===== config.mk =====
export PLATFORM = sky130hd
export DESIGN_NAME = wb_regfile_scoreboard
export DESIGN_NICKNAME = d
export VERILOG_FILES = /design/src/rtl/wb_regfile_scoreboard_pkg.sv /design/src/rtl/wb_regfile_scoreboard_bits.sv /design/src/rtl/wb_regfile_scoreboard.sv
export SDC_FILE = /design/constraint.sdc
export NUM_CORES = 2
export LEC_CHECK = 0
export CAP_MARGIN = 20
export CORE_MARGIN = 2
export CORE_UTILIZATION = 31
export DETAILED_ROUTE_END_ITERATION = 10
export SLEW_MARGIN = 20
export SYNTH_ARGS = -nofsm -noshare
export SYNTH_HDL_FRONTEND = slang
export SYNTH_SLANG_ARGS = --single-unit

===== constraint.sdc =====
create_clock -name clk -period 4 [get_ports clk]
set_input_delay 0.8 -clock clk [delete_from_list [all_inputs] [get_ports clk]]
set_output_delay 0.8 -clock clk [all_outputs]
set_load 0.02 [all_outputs]

===== src/rtl/wb_regfile_scoreboard_pkg.sv =====
// Shared core constants for the write-back register file and scoreboard.
// Register-file geometry and the hard-wired zero register index.
package wb_regfile_scoreboard_pkg;

    localparam int XLEN = 32;
    localparam int NREG = 32;
    localparam int AW   = 5;

    localparam logic [AW-1:0] ZERO_REG = '0;

    // True when a write-back is architecturally visible (x0 writes are dropped).
    function automatic logic wb_accepted(input logic reg_write, input logic [AW-1:0] rd);
        return reg_write && (rd != ZERO_REG);
    endfunction

endpackage


===== src/rtl/wb_regfile_scoreboard_bits.sv =====
// Pending-write scoreboard: NREG-bit set/clear vector with flush and hazard lookup.
// Priority per bit: flush clears everything, otherwise a new issue beats a same-cycle write-back.
module regfile_scoreboard_bits
    import wb_regfile_scoreboard_pkg::*;
#(
    parameter int NREG = wb_regfile_scoreboard_pkg::NREG,
    parameter int AW   = wb_regfile_scoreboard_pkg::AW
) (
    input  logic            clk,
    input  logic            rst,
    input  logic            issue_valid,
    input  logic [AW-1:0]   issue_rd,
    input  logic            RegWrite,
    input  logic [AW-1:0]   rd_WB,
    input  logic            flush,
    input  logic            rd_en,
    input  logic [AW-1:0]   rs1_addr,
    input  logic [AW-1:0]   rs2_addr,
    output logic            hazard,
    output logic [NREG-1:0] pending_mask
);

    logic [NREG-1:0] pending_next;
    logic            haz1;
    logic            haz2;

    always_comb begin
        pending_next = pending_mask;
        for (int i = 1; i < NREG; i++) begin
            if (RegWrite && (rd_WB == AW'(i))) begin
                pending_next[i] = 1'b0;
            end
            if (issue_valid && (issue_rd == AW'(i))) begin
                pending_next[i] = 1'b1;
            end
        end
        if (flush) begin
            pending_next = '0;
        end
        pending_next[0] = 1'b0;
    end

    always_ff @(posedge clk or negedge rst) begin
        if (!rst) begin
            pending_mask <= '0;
        end else begin
            pending_mask <= pending_next;
        end
    end

    // A write-back landing this cycle is forwarded, so it does not stall.
    always_comb begin
        haz1   = (rs1_addr != ZERO_REG) && pending_mask[rs1_addr]
                 && !(RegWrite && (rd_WB == rs1_addr));
        haz2   = (rs2_addr != ZERO_REG) && pending_mask[rs2_addr]
                 && !(RegWrite && (rd_WB == rs2_addr));
        hazard = rd_en && (haz1 || haz2);
    end

endmodule


===== src/rtl/wb_regfile_scoreboard.sv =====
// Write-back consumer: 32-entry register file with bypassed registered reads plus scoreboard.
// Optional write-back counter output wb_count enabled by macro WB_REGFILE_WBCOUNT_EN.
module wb_regfile_scoreboard
    import wb_regfile_scoreboard_pkg::*;
#(
    parameter int XLEN = wb_regfile_scoreboard_pkg::XLEN,
    parameter int NREG = wb_regfile_scoreboard_pkg::NREG,
    parameter int AW   = wb_regfile_scoreboard_pkg::AW
) (
    input  logic            clk,
    input  logic            rst,
    input  logic [AW-1:0]   rd_WB,
    input  logic            RegWrite,
    input  logic [XLEN-1:0] DataOut_WB,
    input  logic            rd_en,
    input  logic [AW-1:0]   rs1_addr,
    input  logic [AW-1:0]   rs2_addr,
    output logic [XLEN-1:0] rs1_data,
    output logic [XLEN-1:0] rs2_data,
    input  logic            issue_valid,
    input  logic [AW-1:0]   issue_rd,
    input  logic            flush,
    output logic            hazard,
`ifdef WB_REGFILE_WBCOUNT_EN
    output logic [31:0]     wb_count,
`endif
    output logic [NREG-1:0] pending_mask
);

    logic [XLEN-1:0] regs [NREG];
    logic            wr_accept;
    logic [XLEN-1:0] rs1_next;
    logic [XLEN-1:0] rs2_next;

    assign wr_accept = wb_accepted(RegWrite, rd_WB);

    always_ff @(posedge clk or negedge rst) begin
        if (!rst) begin
            for (int i = 0; i < NREG; i++) begin
                regs[i] <= '0;
            end
        end else if (wr_accept) begin
            regs[rd_WB] <= DataOut_WB;
        end
    end

    // Read mux: x0 forced to zero, then same-cycle write-back bypass, then the array.
    always_comb begin
        rs1_next = regs[rs1_addr];
        if (RegWrite && (rd_WB == rs1_addr)) begin
            rs1_next = DataOut_WB;
        end
        if (rs1_addr == ZERO_REG) begin
            rs1_next = '0;
        end
        rs2_next = regs[rs2_addr];
        if (RegWrite && (rd_WB == rs2_addr)) begin
            rs2_next = DataOut_WB;
        end
        if (rs2_addr == ZERO_REG) begin
            rs2_next = '0;
        end
    end

    always_ff @(posedge clk or negedge rst) begin
        if (!rst) begin
            rs1_data <= '0;
            rs2_data <= '0;
        end else if (rd_en) begin
            rs1_data <= rs1_next;
            rs2_data <= rs2_next;
        end
    end

`ifdef WB_REGFILE_WBCOUNT_EN
    // Counts every accepted write, flush or not; wraps naturally at 32 bits.
    always_ff @(posedge clk or negedge rst) begin
        if (!rst) begin
            wb_count <= '0;
        end else if (wr_accept) begin
            wb_count <= wb_count + 32'd1;
        end
    end
`else
`endif

    regfile_scoreboard_bits #(
        .NREG (NREG),
        .AW   (AW)
    ) u_bits (
        .clk          (clk),
        .rst          (rst),
        .issue_valid  (issue_valid),
        .issue_rd     (issue_rd),
        .RegWrite     (RegWrite),
        .rd_WB        (rd_WB),
        .flush        (flush),
        .rd_en        (rd_en),
        .rs1_addr     (rs1_addr),
        .rs2_addr     (rs2_addr),
        .hazard       (hazard),
        .pending_mask (pending_mask)
    );

endmodule


; ---- Yosys cells after proc, flatten, opt, wreduce, memory -nomap -nowiden
; Cells that the tools add are included.
[classes]
magnitude_cmp = 6
n_eq_ne = 64
n_mux = 80
bitwise_logic = 3
reduce_logical = 110
[ops]
columns = op, n
row1 = $bwmux W1024, 1
row2 = $bmux W32 S5, 2
row3 = $mux W32, 10
row4 = $demux W32 S5, 1
row5 = $eq A5 B5 Y1 const B, 32
row6 = $reduce_bool A3 Y1, 31
row7 = $eq A5 B4 Y1 const B, 16
row8 = $logic_and A1 B1 Y1, 71
row9 = $mux W1, 64
row10 = $eq A5 B3 Y1 const B, 8
row11 = $eq A5 B2 Y1 const B, 4
row12 = $ge A6 B6 Y1 const B, 3
row13 = $not A5 Y6, 3
row14 = $reduce_bool A5 Y1, 3
row15 = $lt A5 B6 Y1 const B, 2
row16 = $bmux W1 S5, 2
row17 = $eq A5 B1 Y1 const B, 2
row18 = $eq A5 B5 Y1, 2
row19 = $logic_not A5 Y1, 2
row20 = $lt A6 B1 Y1 const B, 1
row21 = $logic_not A1 Y1, 2
row22 = $logic_or A1 B1 Y1, 1
[totals]
register_bits = 1119
input_bits = 58
output_inout_bits = 97

; ---- Logic depth before layout (Yosys ltp)
[logic_depth]
ltp_word = 6
ltp_mapped = 10
depth_no_buf = 5

; ---- Modules after synthesis
; A second synthesis with hierarchy kept.
[hier_totals]
hier_cells = 4338
hier_area_um2 = 59646.0
[modules_own_cells]
columns = module, n_inst, cells_each, area_each_um2, seq_area_each_um2
row1 = wb_regfile_scoreboard, 1, 4106, 57490.1, 27226.1
row2 = regfile_scoreboard_bits, 1, 232, 2155.8, 775.7

; ---- Least setup slack after synthesis
; Ideal clock, no wire load.
[synth_path]
path_type = input to output
from = input port rs2_addr[0]
to = output port hazard
t_arrival_ps = 2624
required_ps = 3200
path_slack_ps = 576
cell_stages = 8
path_buffers = 4
cell_sequence = buf_2 buf_4 buf_4 buf_4 a221o_1 o21ai_0 mux4_2 o22ai_1
[synth_via]
elab_chain_len = 6
word_cells_on_any_way = 10
classes_between = eq/ne: 1 / mux: 2 / reduce/logical: 7
[synth_rtl]
columns = element, line
row1 = "start, declared", wb_regfile_scoreboard.sv:17  ; input logic [AW-1:0] rs2_addr,
row2 = $bmux W1 S5 or $eq A5 B5 Y1 (tied branches), "wb_regfile_scoreboard_bits.sv:55, wb_regfile_scoreboard_bits.sv:56"
row3 = $mux W1 (implied by the code) or $logic_and A1 B1 Y1 (tied branches), "wb_regfile_scoreboard_bits.sv:55, wb_regfile_scoreboard_bits.sv:56"
row4 = $logic_and A1 B1 Y1 or $logic_not A1 Y1 (tied branches), "wb_regfile_scoreboard_bits.sv:55, wb_regfile_scoreboard_bits.sv:56"
row5 = $logic_and A1 B1 Y1 (*), wb_regfile_scoreboard_bits.sv:56  ; && !(RegWrite && (rd_WB == rs2_addr));
row6 = $logic_or A1 B1 Y1 (*), wb_regfile_scoreboard_bits.sv:57  ; hazard = rd_en && (haz1 || haz2);
row7 = $logic_and A1 B1 Y1 (*), wb_regfile_scoreboard_bits.sv:57
row8 = "end, declared", wb_regfile_scoreboard.sv:23  ; output logic hazard,
; Every way passes the cells marked *; elsewhere a longest branch is shown, timed or not. The select of a mux whose other input is x is not followed.

; ---- Worst setup path after layout
[layout_path]
from = input port rd_WB[0]
to = output port hazard
[layout_via]
elab_chain_len = 6
word_cells_on_any_way = 10
classes_between = eq/ne: 2 / reduce/logical: 8
[layout_rtl]
columns = element, line
row1 = "start, declared", wb_regfile_scoreboard.sv:12  ; input logic [AW-1:0] rd_WB,
row2 = $eq A5 B5 Y1 (on tied branches), "wb_regfile_scoreboard_bits.sv:54, wb_regfile_scoreboard_bits.sv:56"
row3 = $logic_and A1 B1 Y1 (on tied branches), "wb_regfile_scoreboard_bits.sv:54, wb_regfile_scoreboard_bits.sv:56"
row4 = $logic_not A1 Y1 (on tied branches), "wb_regfile_scoreboard_bits.sv:54, wb_regfile_scoreboard_bits.sv:56"
row5 = $logic_and A1 B1 Y1 (on tied branches), "wb_regfile_scoreboard_bits.sv:54, wb_regfile_scoreboard_bits.sv:56"
row6 = $logic_or A1 B1 Y1 (*), wb_regfile_scoreboard_bits.sv:57
row7 = $logic_and A1 B1 Y1 (*), wb_regfile_scoreboard_bits.sv:57
; Every way passes the cells marked *; elsewhere a longest branch is shown, timed or not.

==> results.tsv <==
stage	metric	value	unit
die	die height	438	µm
sta	post-route clock skew	0.0256	ns
critical_path	R2R depth	5	
sta	RSZ-0062 raised after global routing	false	
critical_path	worst path arrival time	3.19	ns
critical_path	Buf+Inv Stages, Crit Path	5	
die	Initial Utilization	31.1	%
global_route	antenna violations before repair	14	
critical_path	cell family with most CP delay	buffers and inverters	
run	Max-cap violations	0	
yosys	sequential-to-total area share from yosys stat	48.1	%
routing	drt drc	0	
yosys	Post-synth top flop	dfrtp_1	
global_route	GRT Util Overall	21.9	%
critical_path	WS Path Type	in -> out	
pwr	LEAKAGE	28.2	nW
sta	# setup viols final	0	
cts	clk buf depth	3	
sta	fin crit share	99.6	%
routing	Vias/cell	5.96	
critical_path	CP dominant cell by count	clkdlybuf4s50_1	
die	die area	191000	µm²
sta	Final WS setup	0.0143	ns
layout	area of the multi-input gates	28500	µm²
die	FP Rows	159	
cts	Inserted Clock Buffers	117	
global_route	global route overflow	0	
layout	register area	28000	µm²
yosys	top-count cell post-synth	dfrtp_1	
critical_path	CP peak stage delay	0.64	ns
critical_path	Max stage delay cell, worst path	clkdlybuf4s50_1	
yosys	Synth area leader	dfrtp_1	
placement	GPL Wtd Cong	0.890	
sta	headroom to the max-slew limit	24.8	%
cts	CTS root buf	clkbuf_16	
yosys	most instantiated cells after synthesis	dfrtp_1 (1119), mux2_2 (997), mux4_2 (521)	
yosys	syn_area_per_cell	14.8	µm²
pwr	clock power share	35.4	%
layout	share of cells above drive strength 1	49.4	%
run_status	status	finished clean	
cts	level count of the clock H-tree	3	
pwr	Power Density	496	nW/µm²
critical_path	reg-to-reg startpoint	regs[284]$_DFFE_PN0P_	
routing	drt pass-1 iters	5	
layout	nets	4068	
cts	clock-pin slew on the worst setup and hold paths	0.06	ns
die	Die Width	438	µm
placement	IO Port Bufs	153	
cts	setup repair bufs after CTS	0	
yosys	#FFs+latches synth	1119	
critical_path	Worst R2R Setup Slack	1.81	ns
sta	worst slew pin tran	1.12	ns
critical_path	CP Capture Type	output pin	
routing	Wirelength per Cell	32.1	µm
layout	post-layout util	36.2	%
cts	CTS sink count	1119	
pwr	Sequential Power Share	44.7	%
cts	CTS tree	built	
pwr	Psw	9.36	mW
pwr	Combinational Power Share	20.0	%
yosys	post-synthesis cell area	58300	µm²
layout	synthesis-to-layout area growth	16.2	%
placement	dpl ws	-0.465	ns
routing	Via Count	39400	
yosys	cells after synthesis	3943	
sta	Max Slew Vio Count	0	
pwr	maximum vdd ir drop	407	µV
yosys	Area contributors post-synth	dfrtp_1 (48%), mux4_2 (20%), mux2_2 (19%)	
pwr	Switching Fraction	27.9	%
routing	Routed WL	212000	µm
yosys	number of flops mapped to enable cells by yosys	0	
routing	ANT nets after route	0	
sta	Fin. Hold Viols	0	
yosys	Synth cell types	58	
sta	Final min period	3.99	ns
yosys	post-synth top area share	48.1	%
yosys	Post-Syn Nets	4001	
global_route	vias in the first global route	40000	
cts	worst skew pair latency	0.79	ns
die	IO Pins	155	
min_path	Hold Crit Class	in -> async	
placement	HPWL after detailed placement	132000	µm
critical_path	chain of cells forming the critical path	clkdlybuf4s50_1, buf_6, xnor2_1, nand4_1, o21ai_2, buf_12, o22ai_2, buf_4, clkdlybuf4s50_1	
critical_path	CP Launch Type	primary input	
global_route	first-pass GRT wire length	304000	µm
pwr	cell-internal power	24.2	mW
routing	initial DRC count	4558	
critical_path	Req. time, crit path	3.20	ns
critical_path	worst-path maximum fanout	12	
sta	fmax	251	MHz
yosys	asr flop ratio synth	100	%
yosys	Yosys Warn Count	0	
critical_path	Critical R2R Capture	rs2_data[28]$_DFFE_PN0P_	
die	core area	187000	µm²
global_route	largest net degree at the start of global routing	121	
layout	Layout fillers	17700	
==> power groups by stage <==
stage / Clock [mW] / Sequential [mW] / Combinational [mW]
after CTS: 12.1 / 14.9 / 6.73
after global placement: 0 / 15.0 / 6.58
after detailed placement: 0 / 15.1 / 6.70
final: 11.9 / 15.0 / 6.70
after floorplan: 0 / 14.7 / 4.71
after global routing: 12.5 / 15.3 / 7.13
==> worst register-to-register path, delay by kind of cell, from the launching register on <==
family             cells  cell delay (ns)
and+or+nand+nor        2             0.69
muxes                  1             0.48
AOI/OAI and AO/OA      2             0.50
DFF                    1             0.40
==> sequential cells by signal, indices dropped and copies added, names as in the netlist <==
name / count
rs1_data: 32
rs2_data: 32
u_bits.pending_mask: 31
regs: 1024
==> how the worst max path moves through the flow <==
stage	cells past startpoint	endpoint	slack (ns)	from
after global placement	8	hazard	-0.50	rs2_addr[3]
after global routing	7	hazard	0.001	u_bits.pending_mask[9]$_DFFE_PN0P_
after CTS	9	hazard	0.02	rd_WB[1]
final	9	hazard	0.01	rd_WB[0]
after detailed placement	8	hazard	-0.46	rs2_addr[3]
after floorplan	8	hazard	0.58	rs2_addr[0]
==> cell usage in the layout, fill, tap and decap left out, types with 21 or more instances in the layout <==
| master | n |
|---|---|
| dfrtp_1 | 1117 |
| mux2_2 | 997 |
| mux4_2 | 521 |
| buf_4 | 174 |
| clkdlybuf4s50_1 | 122 |
| clkbuf_16 | 117 |
| nand2_1 | 96 |
| o22ai_1 | 96 |
| o21ai_0 | 70 |
| nor2_1 | 59 |
| buf_12 | 56 |
| a21oi_1 | 52 |
| mux2i_1 | 46 |
| a22oi_1 | 45 |
| nand3_1 | 44 |
| nor4_1 | 33 |
| o2bb2ai_1 | 32 |
| clkbuf_8 | 32 |
| clkinv_2 | 28 |
| nor3_1 | 22 |
| a22o_1 | 22 |
| nor2b_1 | 21 |
| clkbuf_1 | 21 |
==> layer usage <==
layer / global-route usage, % / vias up / wire length (µm)
li1: - / 15500 / -
met1: 29.4 / 21400 / 85700
met2: 34.2 / 1989 / 97800
met3: 4.14 / 488 / 16900
met4: 10.8 / 6 / 11400
met5: 0 / - / 38
==> through the flow <==
stage | hold slack [ns] | instance area [µm²] | TNS [ns] | std cells | total power, mW
2_1_floorplan | 0.438 | 58300 | 0 | 3943 | 19.4
4_1_cts | 0.0117 | 67800 | 0 | 6607 | 33.7
5_1_grt | 0.0477 | 67700 | 0 | 6608 | 34.9
3_3_place_gp | 0.377 | 63600 | -0.502 | 6386 | 21.6
3_5_place_dp | 0.384 | 63600 | -0.465 | 6386 | 21.8
6_report | 0.0197 | 67700 | 0 | 6609 | 33.6
==> cells by family after synthesis <==
group | after synthesis | share of synthesized area, %
AO/OA/AOI/OAI | 439 | 5.17
XOR/XNOR | 10 | 0.150
buffers and inverters | 445 | 3.40
flip-flops | 1119 | 48.1
multiplexers | 1564 | 40.2
other | 1 | 0.00644
AND/OR/NAND/NOR | 365 | 3.03
==> cell type report <==
class | instances | area share (%)
Inverter | 10 | 0.0573
Timing Repair Buffer | 383 | 5.75
Multi-Input combinational cell | 2379 | 42.1
Antenna cell | 2 | 0.00739
Clock buffer | 169 | 5.07
Clock inverter | 52 | 1.09
Tap cell | 2495 | 4.61
Sequential cell | 1119 | 41.3
==> timing repair <==
item                                    CTS  global route
pin swaps                                 0             0
resized for setup                         5             7
endpoints found under the setup margin    1             1
hold buffers                              0             0
No activity file was read; power rests on OpenSTA's default activity.
